$ cat src/rtl/etapa_id_ex_cortocircuito_if.sv
`default_nettype none
// ============================================================================
//  Module   : etapa_id_ex_cortocircuito_if
//  Brief    : ID/EX bus. It carries the operands and control decoded in ID,
//             the writers of later stages, and the registered EX view with
//             the forwarding and stall signals.
//  Revision : 1.0 - first release
// ============================================================================
interface etapa_id_ex_cortocircuito_if #(
    parameter int ANCHO_DATO = 32,
    parameter int ANCHO_REG  = 5,
    parameter int ANCHO_CONT = 16
);
    // ID side
    logic [ANCHO_DATO-1:0] DatoRs;
    logic [ANCHO_DATO-1:0] DatoRt;
    logic [ANCHO_REG-1:0]  Rs;
    logic [ANCHO_REG-1:0]  Rt;
    logic [ANCHO_REG-1:0]  Rd;
    logic                  RegWrite;
    logic                  MemRead;
    logic                  Valido;
    logic                  Flush;
    // Writers further down the pipe
    logic                  RegWrite_EXMEM;
    logic [ANCHO_REG-1:0]  RegDest_EXMEM;
    logic                  RegWrite_MEMWB;
    logic [ANCHO_REG-1:0]  RegDest_MEMWB;
    // EX side
    logic [ANCHO_DATO-1:0] DatoA_EX;
    logic [ANCHO_DATO-1:0] DatoB_EX;
    logic [ANCHO_REG-1:0]  Rs_EX;
    logic [ANCHO_REG-1:0]  Rt_EX;
    logic [ANCHO_REG-1:0]  Rd_EX;
    logic                  RegWrite_EX;
    logic                  MemRead_EX;
    logic                  Valido_EX;
    logic [1:0]            SelA;
    logic [1:0]            SelB;
    logic                  Stall;
    logic [ANCHO_CONT-1:0] ContStall;

    modport master (
        output DatoRs, DatoRt, Rs, Rt, Rd, RegWrite, MemRead, Valido, Flush,
        output RegWrite_EXMEM, RegDest_EXMEM, RegWrite_MEMWB, RegDest_MEMWB,
        input  DatoA_EX, DatoB_EX, Rs_EX, Rt_EX, Rd_EX,
        input  RegWrite_EX, MemRead_EX, Valido_EX,
        input  SelA, SelB, Stall, ContStall
    );

    modport slave (
        input  DatoRs, DatoRt, Rs, Rt, Rd, RegWrite, MemRead, Valido, Flush,
        input  RegWrite_EXMEM, RegDest_EXMEM, RegWrite_MEMWB, RegDest_MEMWB,
        output DatoA_EX, DatoB_EX, Rs_EX, Rt_EX, Rd_EX,
        output RegWrite_EX, MemRead_EX, Valido_EX,
        output SelA, SelB, Stall, ContStall
    );
endinterface
`default_nettype wire

$ cat src/rtl/etapa_id_ex_cortocircuito.sv
`default_nettype none
// ============================================================================
//  Module   : etapa_id_ex_cortocircuito
//  Brief    : ID/EX pipeline register. It generates the forwarding selects
//             for the two EX operand muxes and detects load-use hazards.
//             On a hazard it stalls IF/ID for one cycle, inserts a bubble
//             into EX and counts the stall cycles (saturating).
//  Revision : 1.0 - first release
// ============================================================================
module etapa_id_ex_cortocircuito #(
    parameter int ANCHO_DATO = 32,
    parameter int ANCHO_REG  = 5,
    parameter int ANCHO_CONT = 16
) (
    input  wire logic                   Clk,
    input  wire logic                   Reset,
    etapa_id_ex_cortocircuito_if.slave  bus
);
    // Operand mux select encoding
    localparam logic [1:0] c_SEL_RF    = 2'd0;
    localparam logic [1:0] c_SEL_EXMEM = 2'd1;
    localparam logic [1:0] c_SEL_MEMWB = 2'd2;

    logic [ANCHO_DATO-1:0] r_datoA;
    logic [ANCHO_DATO-1:0] r_datoB;
    logic [ANCHO_REG-1:0]  r_rsEx;
    logic [ANCHO_REG-1:0]  r_rtEx;
    logic [ANCHO_REG-1:0]  r_rdEx;
    logic                  r_regWriteEx;
    logic                  r_memReadEx;
    logic                  r_validoEx;
    logic [ANCHO_CONT-1:0] r_contStall;

    logic                  w_stall;
    logic [ANCHO_REG-1:0]  w_idx [2];
    logic [1:0][1:0]       w_sel;

    // A load in EX whose destination is read by the instruction in ID.
    // Register $0 is never a real dependency.
    assign w_stall = r_validoEx & r_memReadEx & bus.Valido
                   & (r_rtEx != '0)
                   & ((r_rtEx == bus.Rs) | (r_rtEx == bus.Rt));

    // ID/EX register: reset, then flush/stall bubble, then normal capture
    always_ff @(posedge Clk) begin
        if (!Reset) begin
            r_datoA      <= '0;
            r_datoB      <= '0;
            r_rsEx       <= '0;
            r_rtEx       <= '0;
            r_rdEx       <= '0;
            r_regWriteEx <= 1'b0;
            r_memReadEx  <= 1'b0;
            r_validoEx   <= 1'b0;
        end else if (bus.Flush || w_stall) begin
            r_datoA      <= '0;
            r_datoB      <= '0;
            r_rsEx       <= '0;
            r_rtEx       <= '0;
            r_rdEx       <= '0;
            r_regWriteEx <= 1'b0;
            r_memReadEx  <= 1'b0;
            r_validoEx   <= 1'b0;
        end else begin
            r_datoA      <= bus.DatoRs;
            r_datoB      <= bus.DatoRt;
            r_rsEx       <= bus.Rs;
            r_rtEx       <= bus.Rt;
            r_rdEx       <= bus.Rd;
            r_regWriteEx <= bus.RegWrite & bus.Valido;
            r_memReadEx  <= bus.MemRead & bus.Valido;
            r_validoEx   <= bus.Valido;
        end
    end

    // Saturating stall-cycle counter; counts even when Flush is asserted
    always_ff @(posedge Clk) begin
        if (!Reset) begin
            r_contStall <= '0;
        end else if (w_stall && (r_contStall != '1)) begin
            r_contStall <= r_contStall + ANCHO_CONT'(1);
        end
    end

    assign w_idx[0] = r_rsEx;
    assign w_idx[1] = r_rtEx;

    // Per-operand forwarding: EX/MEM is the youngest producer, so it wins
    for (genvar gi = 0; gi < 2; gi++) begin : g_fwd
        logic w_hitExMem;
        logic w_hitMemWb;

        assign w_hitExMem = bus.RegWrite_EXMEM & (bus.RegDest_EXMEM != '0)
                          & (bus.RegDest_EXMEM == w_idx[gi]);
        assign w_hitMemWb = bus.RegWrite_MEMWB & (bus.RegDest_MEMWB != '0)
                          & (bus.RegDest_MEMWB == w_idx[gi]);
        assign w_sel[gi]  = !r_validoEx ? c_SEL_RF    :
                            w_hitExMem  ? c_SEL_EXMEM :
                            w_hitMemWb  ? c_SEL_MEMWB : c_SEL_RF;
    end

    assign bus.DatoA_EX    = r_datoA;
    assign bus.DatoB_EX    = r_datoB;
    assign bus.Rs_EX       = r_rsEx;
    assign bus.Rt_EX       = r_rtEx;
    assign bus.Rd_EX       = r_rdEx;
    assign bus.RegWrite_EX = r_regWriteEx;
    assign bus.MemRead_EX  = r_memReadEx;
    assign bus.Valido_EX   = r_validoEx;
    assign bus.SelA        = w_sel[0];
    assign bus.SelB        = w_sel[1];
    assign bus.Stall       = w_stall;
    assign bus.ContStall   = r_contStall;

endmodule
`default_nettype wire

$ cat src/flat_wrapper.sv
// flat-port wrapper written by rule: the top's interface ports become plain ports
module etapa_id_ex_cortocircuito_flat 
#(
    parameter int ANCHO_DATO = 32,
    parameter int ANCHO_REG  = 5,
    parameter int ANCHO_CONT = 16
)
  (Clk, Reset, bus_DatoRs, bus_DatoRt, bus_Rs, bus_Rt, bus_Rd, bus_RegWrite, bus_MemRead, bus_Valido, bus_Flush, bus_RegWrite_EXMEM, bus_RegDest_EXMEM, bus_RegWrite_MEMWB, bus_RegDest_MEMWB, bus_DatoA_EX, bus_DatoB_EX, bus_Rs_EX, bus_Rt_EX, bus_Rd_EX, bus_RegWrite_EX, bus_MemRead_EX, bus_Valido_EX, bus_SelA, bus_SelB, bus_Stall, bus_ContStall);
  etapa_id_ex_cortocircuito_if #(.ANCHO_DATO(ANCHO_DATO), .ANCHO_REG(ANCHO_REG), .ANCHO_CONT(ANCHO_CONT)) bus_i ();
  input  wire logic Clk;
  input  wire logic Reset;
  input wire logic [$bits(bus_i.DatoRs)-1:0] bus_DatoRs;
  input wire logic [$bits(bus_i.DatoRt)-1:0] bus_DatoRt;
  input wire logic [$bits(bus_i.Rs)-1:0] bus_Rs;
  input wire logic [$bits(bus_i.Rt)-1:0] bus_Rt;
  input wire logic [$bits(bus_i.Rd)-1:0] bus_Rd;
  input wire logic [$bits(bus_i.RegWrite)-1:0] bus_RegWrite;
  input wire logic [$bits(bus_i.MemRead)-1:0] bus_MemRead;
  input wire logic [$bits(bus_i.Valido)-1:0] bus_Valido;
  input wire logic [$bits(bus_i.Flush)-1:0] bus_Flush;
  input wire logic [$bits(bus_i.RegWrite_EXMEM)-1:0] bus_RegWrite_EXMEM;
  input wire logic [$bits(bus_i.RegDest_EXMEM)-1:0] bus_RegDest_EXMEM;
  input wire logic [$bits(bus_i.RegWrite_MEMWB)-1:0] bus_RegWrite_MEMWB;
  input wire logic [$bits(bus_i.RegDest_MEMWB)-1:0] bus_RegDest_MEMWB;
  output wire logic [$bits(bus_i.DatoA_EX)-1:0] bus_DatoA_EX;
  output wire logic [$bits(bus_i.DatoB_EX)-1:0] bus_DatoB_EX;
  output wire logic [$bits(bus_i.Rs_EX)-1:0] bus_Rs_EX;
  output wire logic [$bits(bus_i.Rt_EX)-1:0] bus_Rt_EX;
  output wire logic [$bits(bus_i.Rd_EX)-1:0] bus_Rd_EX;
  output wire logic [$bits(bus_i.RegWrite_EX)-1:0] bus_RegWrite_EX;
  output wire logic [$bits(bus_i.MemRead_EX)-1:0] bus_MemRead_EX;
  output wire logic [$bits(bus_i.Valido_EX)-1:0] bus_Valido_EX;
  output wire logic [$bits(bus_i.SelA)-1:0] bus_SelA;
  output wire logic [$bits(bus_i.SelB)-1:0] bus_SelB;
  output wire logic [$bits(bus_i.Stall)-1:0] bus_Stall;
  output wire logic [$bits(bus_i.ContStall)-1:0] bus_ContStall;
  assign bus_i.DatoRs = bus_DatoRs;
  assign bus_i.DatoRt = bus_DatoRt;
  assign bus_i.Rs = bus_Rs;
  assign bus_i.Rt = bus_Rt;
  assign bus_i.Rd = bus_Rd;
  assign bus_i.RegWrite = bus_RegWrite;
  assign bus_i.MemRead = bus_MemRead;
  assign bus_i.Valido = bus_Valido;
  assign bus_i.Flush = bus_Flush;
  assign bus_i.RegWrite_EXMEM = bus_RegWrite_EXMEM;
  assign bus_i.RegDest_EXMEM = bus_RegDest_EXMEM;
  assign bus_i.RegWrite_MEMWB = bus_RegWrite_MEMWB;
  assign bus_i.RegDest_MEMWB = bus_RegDest_MEMWB;
  assign bus_DatoA_EX = bus_i.DatoA_EX;
  assign bus_DatoB_EX = bus_i.DatoB_EX;
  assign bus_Rs_EX = bus_i.Rs_EX;
  assign bus_Rt_EX = bus_i.Rt_EX;
  assign bus_Rd_EX = bus_i.Rd_EX;
  assign bus_RegWrite_EX = bus_i.RegWrite_EX;
  assign bus_MemRead_EX = bus_i.MemRead_EX;
  assign bus_Valido_EX = bus_i.Valido_EX;
  assign bus_SelA = bus_i.SelA;
  assign bus_SelB = bus_i.SelB;
  assign bus_Stall = bus_i.Stall;
  assign bus_ContStall = bus_i.ContStall;
  etapa_id_ex_cortocircuito #(.ANCHO_DATO(ANCHO_DATO), .ANCHO_REG(ANCHO_REG), .ANCHO_CONT(ANCHO_CONT)) u_core (.Clk(Clk), .Reset(Reset), .bus(bus_i));
endmodule
$ cat config.mk
export PLATFORM = sky130hd
export DESIGN_NAME = etapa_id_ex_cortocircuito_flat
export DESIGN_NICKNAME = d
export VERILOG_FILES = /design/src/rtl/etapa_id_ex_cortocircuito_if.sv /design/src/rtl/etapa_id_ex_cortocircuito.sv /design/src/flat_wrapper.sv
export SDC_FILE = /design/constraint.sdc
export NUM_CORES = 1
export LEC_CHECK = 0
export CORE_MARGIN = 4
export CORE_UTILIZATION = 35
export DETAILED_ROUTE_END_ITERATION = 6
export PLACE_DENSITY = 0.82
export SKIP_LAST_GASP = 1
export SLEW_MARGIN = 20
export SYNTH_ARGS = -nofsm -noshare
export SYNTH_HDL_FRONTEND = slang
export SYNTH_SLANG_ARGS = --single-unit
export TNS_END_PERCENT = 5
$ cat constraint.sdc
create_clock -name Clk -period 2 [get_ports Clk]
set_clock_uncertainty 0.15 [all_clocks]
set_input_delay 0.4 -clock Clk [delete_from_list [all_inputs] [get_ports Clk]]
set_output_delay 0.4 -clock Clk [all_outputs]
set_load 0.1 [all_outputs]
==> metrics.txt, run 1 <==
Worst VDD drop=0.517 mV; DP Area=about 7000 µm²; CTS clk-pin slew, worst paths=0.11 ns; via count=3481; # rows=36; Setup CP Type=in2out; setup violators final=between 100 and 150; TritonCTS Buffers=9; routed wire length=13.7 mm; DIE WIDTH=about 110 µm; final worst slack=-0.516 ns; first-pass GRT wire length=around 19 mm; # DRC=0; sequential area share after synthesis=0.549; YS warnings=0; status=finished with violations; Hold-fix buffers, CTS=0; core footprint=9860 µm²; WP data arrival=around 2.0 ns; WL/cell=around 19 µm; Avg Cell Area, Syn=10.7 µm²; leakage power=~3.1 nW; failing checks=setup timing; syn_nets=approximately 430; Tmin final=approximately 2.5 ns; drt via density=around 4.8; Critical Path Fanout Max=2; Post-DRT Antenna Nets=0; layout cells sized above 1=0.475; final instance area=7670 µm²; Power Density=602 nW/µm²; RSZ-0062 raised after global routing=true; CTS tree=yes; largest net degree at the start of global routing=78; Bufs on Longest Clock Path=2; Die Area=between 10000 and 15000 µm²; Mapped Area=~3600 µm²; initial core utilization=0.362; Port Buf Inserts=slightly below 200; CP Launch Type=input port; Post-Route Utilization=0.777; post-synth top area share=0.549; Boundary Pins=200; Synth Register Bits=98; hold slack=0.236 ns; Setup crit end kind=output port; Max H-tree Level=3; fin crit share=1.26; Syn Inst Count=about 330; clk_lat worst skew=0.36 ns; vias in the first global route=3761; Die H=approximately 110 µm; Least-Margin Pin Slew=0.381 ns; DP HPWL=around 9.5 mm; distinct cell type count after synthesis=36; relative slew slack=0.745; Max Clk Rate=398 MHz; Clk Tree Root Cell=clkbuf_8; CP required=1.45 ns; GRT Overall Usage=0.214; CTS Sinks=around 100; initial antenna violation count=0; Max Cap Viol=0; Worst Hold Class=in2reg; final hold vios=0; worst slack at placement=-0.916 ns; post-layout power=~0.0046 W; grt ovf=0; Layout Area Growth over Synthesis=115%; number of diodes=0; final net count=687; synth top area cells=dfxtp_1 55%, and2_2 10%, and2_1 6.0%, xnor2_1 4.9%, or4_1 2.5%; first-pass detailed-route iteration total=5; Yosys top cell by area=dfxtp_1; FILL cells=approximately 520; drt first-iter violations=85; RD Place Congestion=between 0.8 and 0.9; Slew Limit Fails=0
worst max-delay path: stages:
cell	delay [ns]
clkdlybuf4s50_1	0.46
xnor2_1	0.28
nand2_1	0.15
o22a_1	0.26
buf_12	0.14
nor2_4	0.09
buf_12	0.18
cells in the final DEF, fill, tap and decap left out, drive strengths merged:
cell type,synthesis,routed
nor2,2,2
nor4b,2,2
a211oi,1,1
xor2,10,10
xnor2,20,20
clkinv,0,1
and4,2,2
and3,5,5
a21oi,11,11
bufinv,0,1
buf,5,169
nand2b,4,4
clkbuf,14,13
dlygate4sd2,0,9
o31ai,10,10
nand3,12,12
nor3,5,5
clkdlybuf4s50,0,80
o22a,1,1
nand2,12,12
o21ai,3,4
a21o,1,1
ha,1,1
or4,13,13
nor4,3,3
o211ai,1,1
inv,3,4
and2,83,83
nand4,5,5
dlymetal6s2s,0,3
o22ai,1,1
dfxtp,98,98
mux2i,5,5
clkinvlp,0,1
o21a,1,1
power by group:
part / internal [W] / switching, W
logic: 0.000558 / 0.000700
clock network: 0.000617 / 0.000666
registers: 0.00201 / 0.0000587
total: 0.00319 / 0.00142
worst paths after layout:
kind                                                 end                     start  slack [ns]  cells past startpoint
worst max register to register  u_core.bus.ContStall[11]       u_core.bus.Rt_EX[2]       -0.40                      8
worst max-delay path                           bus_Stall                 bus_Rt[2]       -0.52                      7
worst min-delay path                 u_core.bus.Rs_EX[2]                 bus_Rs[2]        0.24                      2
worst min register to register  u_core.bus.ContStall[15]  u_core.bus.ContStall[15]        0.44                      2
flip-flops by register name, indices dropped and copies added (netlist names):
| name | flops |
|---|---|
| u_core.bus.RegWrite_EX | 1 |
| u_core.bus.Rs_EX | 5 |
| u_core.bus.DatoA_EX | 32 |
| u_core.bus.ContStall | 16 |
| u_core.bus.Rd_EX | 5 |
| u_core.bus.Rt_EX | 5 |
| u_core.bus.DatoB_EX | 32 |
| u_core.bus.Valido_EX | 1 |
| u_core.bus.MemRead_EX | 1 |
cell usage after synthesis, drive strengths merged:
master,number
inv,3
o22ai,1
and3,5
nor4b,2
xnor2,20
nand3,12
a211oi,1
and2,83
buf,5
a21oi,11
mux2i,5
o211ai,1
nor2,2
o31ai,10
o21a,1
o21ai,3
nand2,12
ha,1
o22a,1
nand4,5
nor3,5
nor4,3
nand2b,4
and4,2
clkbuf,14
a21o,1
dfxtp,98
or4,13
xor2,10
metrics by stage:
| stage | TNS (ns) | cells |
|---|---|---|
| 6_report | -31.41 | 727 |
| 5_1_grt | -37.95 | 727 |
| 4_1_cts | -28.08 | 720 |
| 3_5_place_dp | -45.04 | 695 |
| 3_3_place_gp | -39.52 | 695 |
| 2_1_floorplan | -31.76 | 334 |
layer usage:
metal	vias to the layer above	track usage	part of all wire
li1	1633	-	-
met1	1628	0.201	0.33
met2	182	0.415	0.55
met3	38	0.0651	0.080
met4	0	0.104	0.034
met5	-	0	0
final cells by class:
cell class,count,area (µm²),area share
multi-input combinational,215,1740,0.227
inverter,3,11.3,0.00147
clock inverter,4,51.3,0.00669
timing repair buffer,262,3560,0.465
clock buffer,12,145,0.0189
tap,133,166,0.0217
sequential,98,1990,0.260
timing repair:
action,CTS,global route
pin swaps,22,12
gates resized for setup,53,18
endpoints found under the setup margin,101,103
buffers inserted,8,6
gates cloned,1,3
cells by family (layout without fill, tap and decap cells):
group	after synthesis	after routing	synth area share
simple gates	148	148	0.270
flops	98	98	0.549
compound gates	30	31	0.0578
xor+xnor	30	30	0.0736
buf+inv	22	281	0.0319
mux	5	5	0.0140
fa+ha+maj	1	1	0.00350
Power figures use the tool's default switching activity.
==> inputs of run 2 (changes only) <==
--- a/config.mk
+++ b/config.mk
@@ -5,7 +5,7 @@
 export SDC_FILE = /design/constraint.sdc
 export NUM_CORES = 1
 export LEC_CHECK = 0
-export CORE_MARGIN = 4
+export CORE_MARGIN = 2
 export CORE_UTILIZATION = 35
 export DETAILED_ROUTE_END_ITERATION = 6
 export PLACE_DENSITY = 0.82
==> run 2 against run 1 <==
  * Final cell count is 0.28% higher
  * The run still ends with setup timing left
  * Via count is 0.14% higher
  * Highest routed layer unchanged
  * Worst setup slack better by 0.11 ns
  * First-iteration DRC count is 15% higher
  * Power is 2.1% lower
  * Combinational power hardly changed
  * Maximum frequency is 4.7% higher
  * Largest cell class unchanged
  * Sequential power hardly changed
  * Critical path depth stayed put
  * Sequential share of layout area is 0.20 points lower
  * Non-clock buffer count is 3 higher
==> metrics.txt, run 2 (synthesis gave the netlist of run 1 again) <==
status=finished with violations; failing checks=setup timing; drt via density=4.78; most used cell, CP=buf_12; Setup crit end kind=output port; initial core utilization=0.364; DIE WIDTH=approximately 110 µm; Slew Limit Fails=0; Least-Margin Pin Slew=between 0.7 and 0.8 ns; Port Buf Inserts=approximately 200; WP data arrival=approximately 1.9 ns; final hold vios=0; worst-path cell with the longest stage delay=dfxtp_4; Boundary Pins=200; WP buf/inv=3; final instance area=between 7000 and 8000 µm²; Max Clk Rate=416 MHz; Worst R2R End=u_core.bus.ContStall[4]; setup violators final=about 100; Max H-tree Level=3; CTS clk-pin slew, worst paths=around 0.09 ns; Die Area=around 11000 µm²; core footprint=9820 µm²; layout cells sized above 1=0.475; Die H=approximately 110 µm; CP max stage delay=about 0.37 ns; CTS Sinks=98; drt first-iter violations=about 100; TritonCTS Buffers=9; Clk Tree Root Cell=clkbuf_8; DP Area=7190 µm²; Worst Hold Launch=bus_Rs[3]; hold slack=about 0.26 ns; Hold EP=u_core.bus.Rs_EX[3]; Bufs on Longest Clock Path=2; R2R setup slack=-0.33 ns; Tmin final=2.40 ns; r2r worst-path depth=9; RSZ-0062 raised after global routing=true; clk_lat worst skew=0.35 ns; CP required=1.45 ns; first-pass detailed-route iteration total=4; number of diodes=0; Setup CP Type=reg2out; grt ovf=0; Worst Hold Class=in2reg; via count=3486; hold path depth=2; final net count=approximately 700; worst r2r src=u_core.bus.Rt_EX[0]; Power Density=~600 nW/µm²; RD Place Congestion=approximately 0.85; Post-DRT Antenna Nets=0; most frequent cells in the layout=108 x buf_12, 85 x dfxtp_1, 77 x clkdlybuf4s50_1; routed wire length=~13 mm; # DRC=0; CTS tree=yes; Worst VDD drop=~0.52 mV; GRT Overall Usage=0.221; cell family with most CP delay=buffers and inverters; Max Cap Viol=0; worst-path cell chain=buf_8, xnor2_4, nand3_2, o22a_1, buf_12, nor2_4, buf_12; vias in the first global route=approximately 3800; first-pass GRT wire length=~19 mm; leakage power=~3.1 nW; Critical Path Fanout Max=6; largest net degree at the start of global routing=27; most common cell after layout, fill and taps aside=buf_12; WL/cell=around 18 µm; # rows=36; Layout Area Growth over Synthesis=116%; post-layout power=between 0.004 and 0.005 W; relative slew slack=0.500; fin crit share=1.20; DP HPWL=9.27 mm; final worst slack=-0.402 ns; CP Launch Type=register; initial antenna violation count=0
run 2: routing by layer:
metal / share of wire / routed length (µm) / track usage / up-vias
met5: 0 / 0 / 0 / -
met4: 0.031 / 393 / 0.0771 / 0
met3: 0.084 / 1080 / 0.0861 / 32
met2: 0.56 / 7100 / 0.422 / 167
met1: 0.33 / 4200 / 0.214 / 1653
li1: - / - / - / 1634
run 2: final cells by class:
class	count	area, µm²
sequential	98	1990
multi-input combinational	214	1760
timing repair buffer	265	3630
tap	133	166
clock buffer	11	131
fill	572	2090
inverter	3	11.3
clock inverter	5	38.8
run 2: worst max-delay path by stage:
stage | from | endpoint | slack (ns) | cells after the start
6_report | u_core.bus.Rt_EX[0] | bus_Stall | -0.40 | 7
5_1_grt | u_core.bus.Rt_EX[1] | bus_Stall | -0.47 | 7
4_1_cts | u_core.bus.Rt_EX[0] | bus_Stall | -0.39 | 7
3_5_place_dp | bus_RegDest_EXMEM[0] | bus_SelB[0] | -0.81 | 6
3_3_place_gp | bus_RegDest_EXMEM[0] | bus_SelB[0] | -0.70 | 6
2_1_floorplan | bus_RegDest_EXMEM[0] | bus_SelA[1] | -0.53 | 4
run 2: power by group:
part | internal (W) | switching [W] | leakage (nW) | total [W]
clock | 0.000462 | 0.000704 | 0.0839 | 0.00117
combinational | 0.000579 | 0.000700 | 2.25 | 0.00128
sequential | 0.00201 | 0.0000579 | 0.809 | 0.00207
total | 0.00305 | 0.00146 | 3.14 | 0.00452
run 2: timing repair:
action                                  CTS  global route
endpoints found under the setup margin   94            97
pin swaps                                24            19
hold buffers                              0             0
gates cloned                              1             0
buffers inserted                          5             9
resized for setup                        64            17
run 2: per-stage QoR:
stage           util  TNS [ns]  setup slack, ns  std cells
6_report       0.787    -19.81           -0.402        729
5_1_grt        0.787    -25.53           -0.466        729
4_1_cts        0.770    -10.06           -0.388        720
3_5_place_dp   0.732    -39.91           -0.811        698
3_3_place_gp   0.732    -33.81           -0.704        698
2_1_floorplan      -    -31.76           -0.526        334
run 2: worst reg2reg max path: stages (launching register included):
cell     delay (ns)
dfxtp_4        0.37
buf_8          0.15
xnor2_4        0.14
nand3_2        0.11
o22a_1         0.26
buf_12         0.15
buf_4          0.13
buf_4          0.13
or4_1          0.49
a21oi_1        0.17
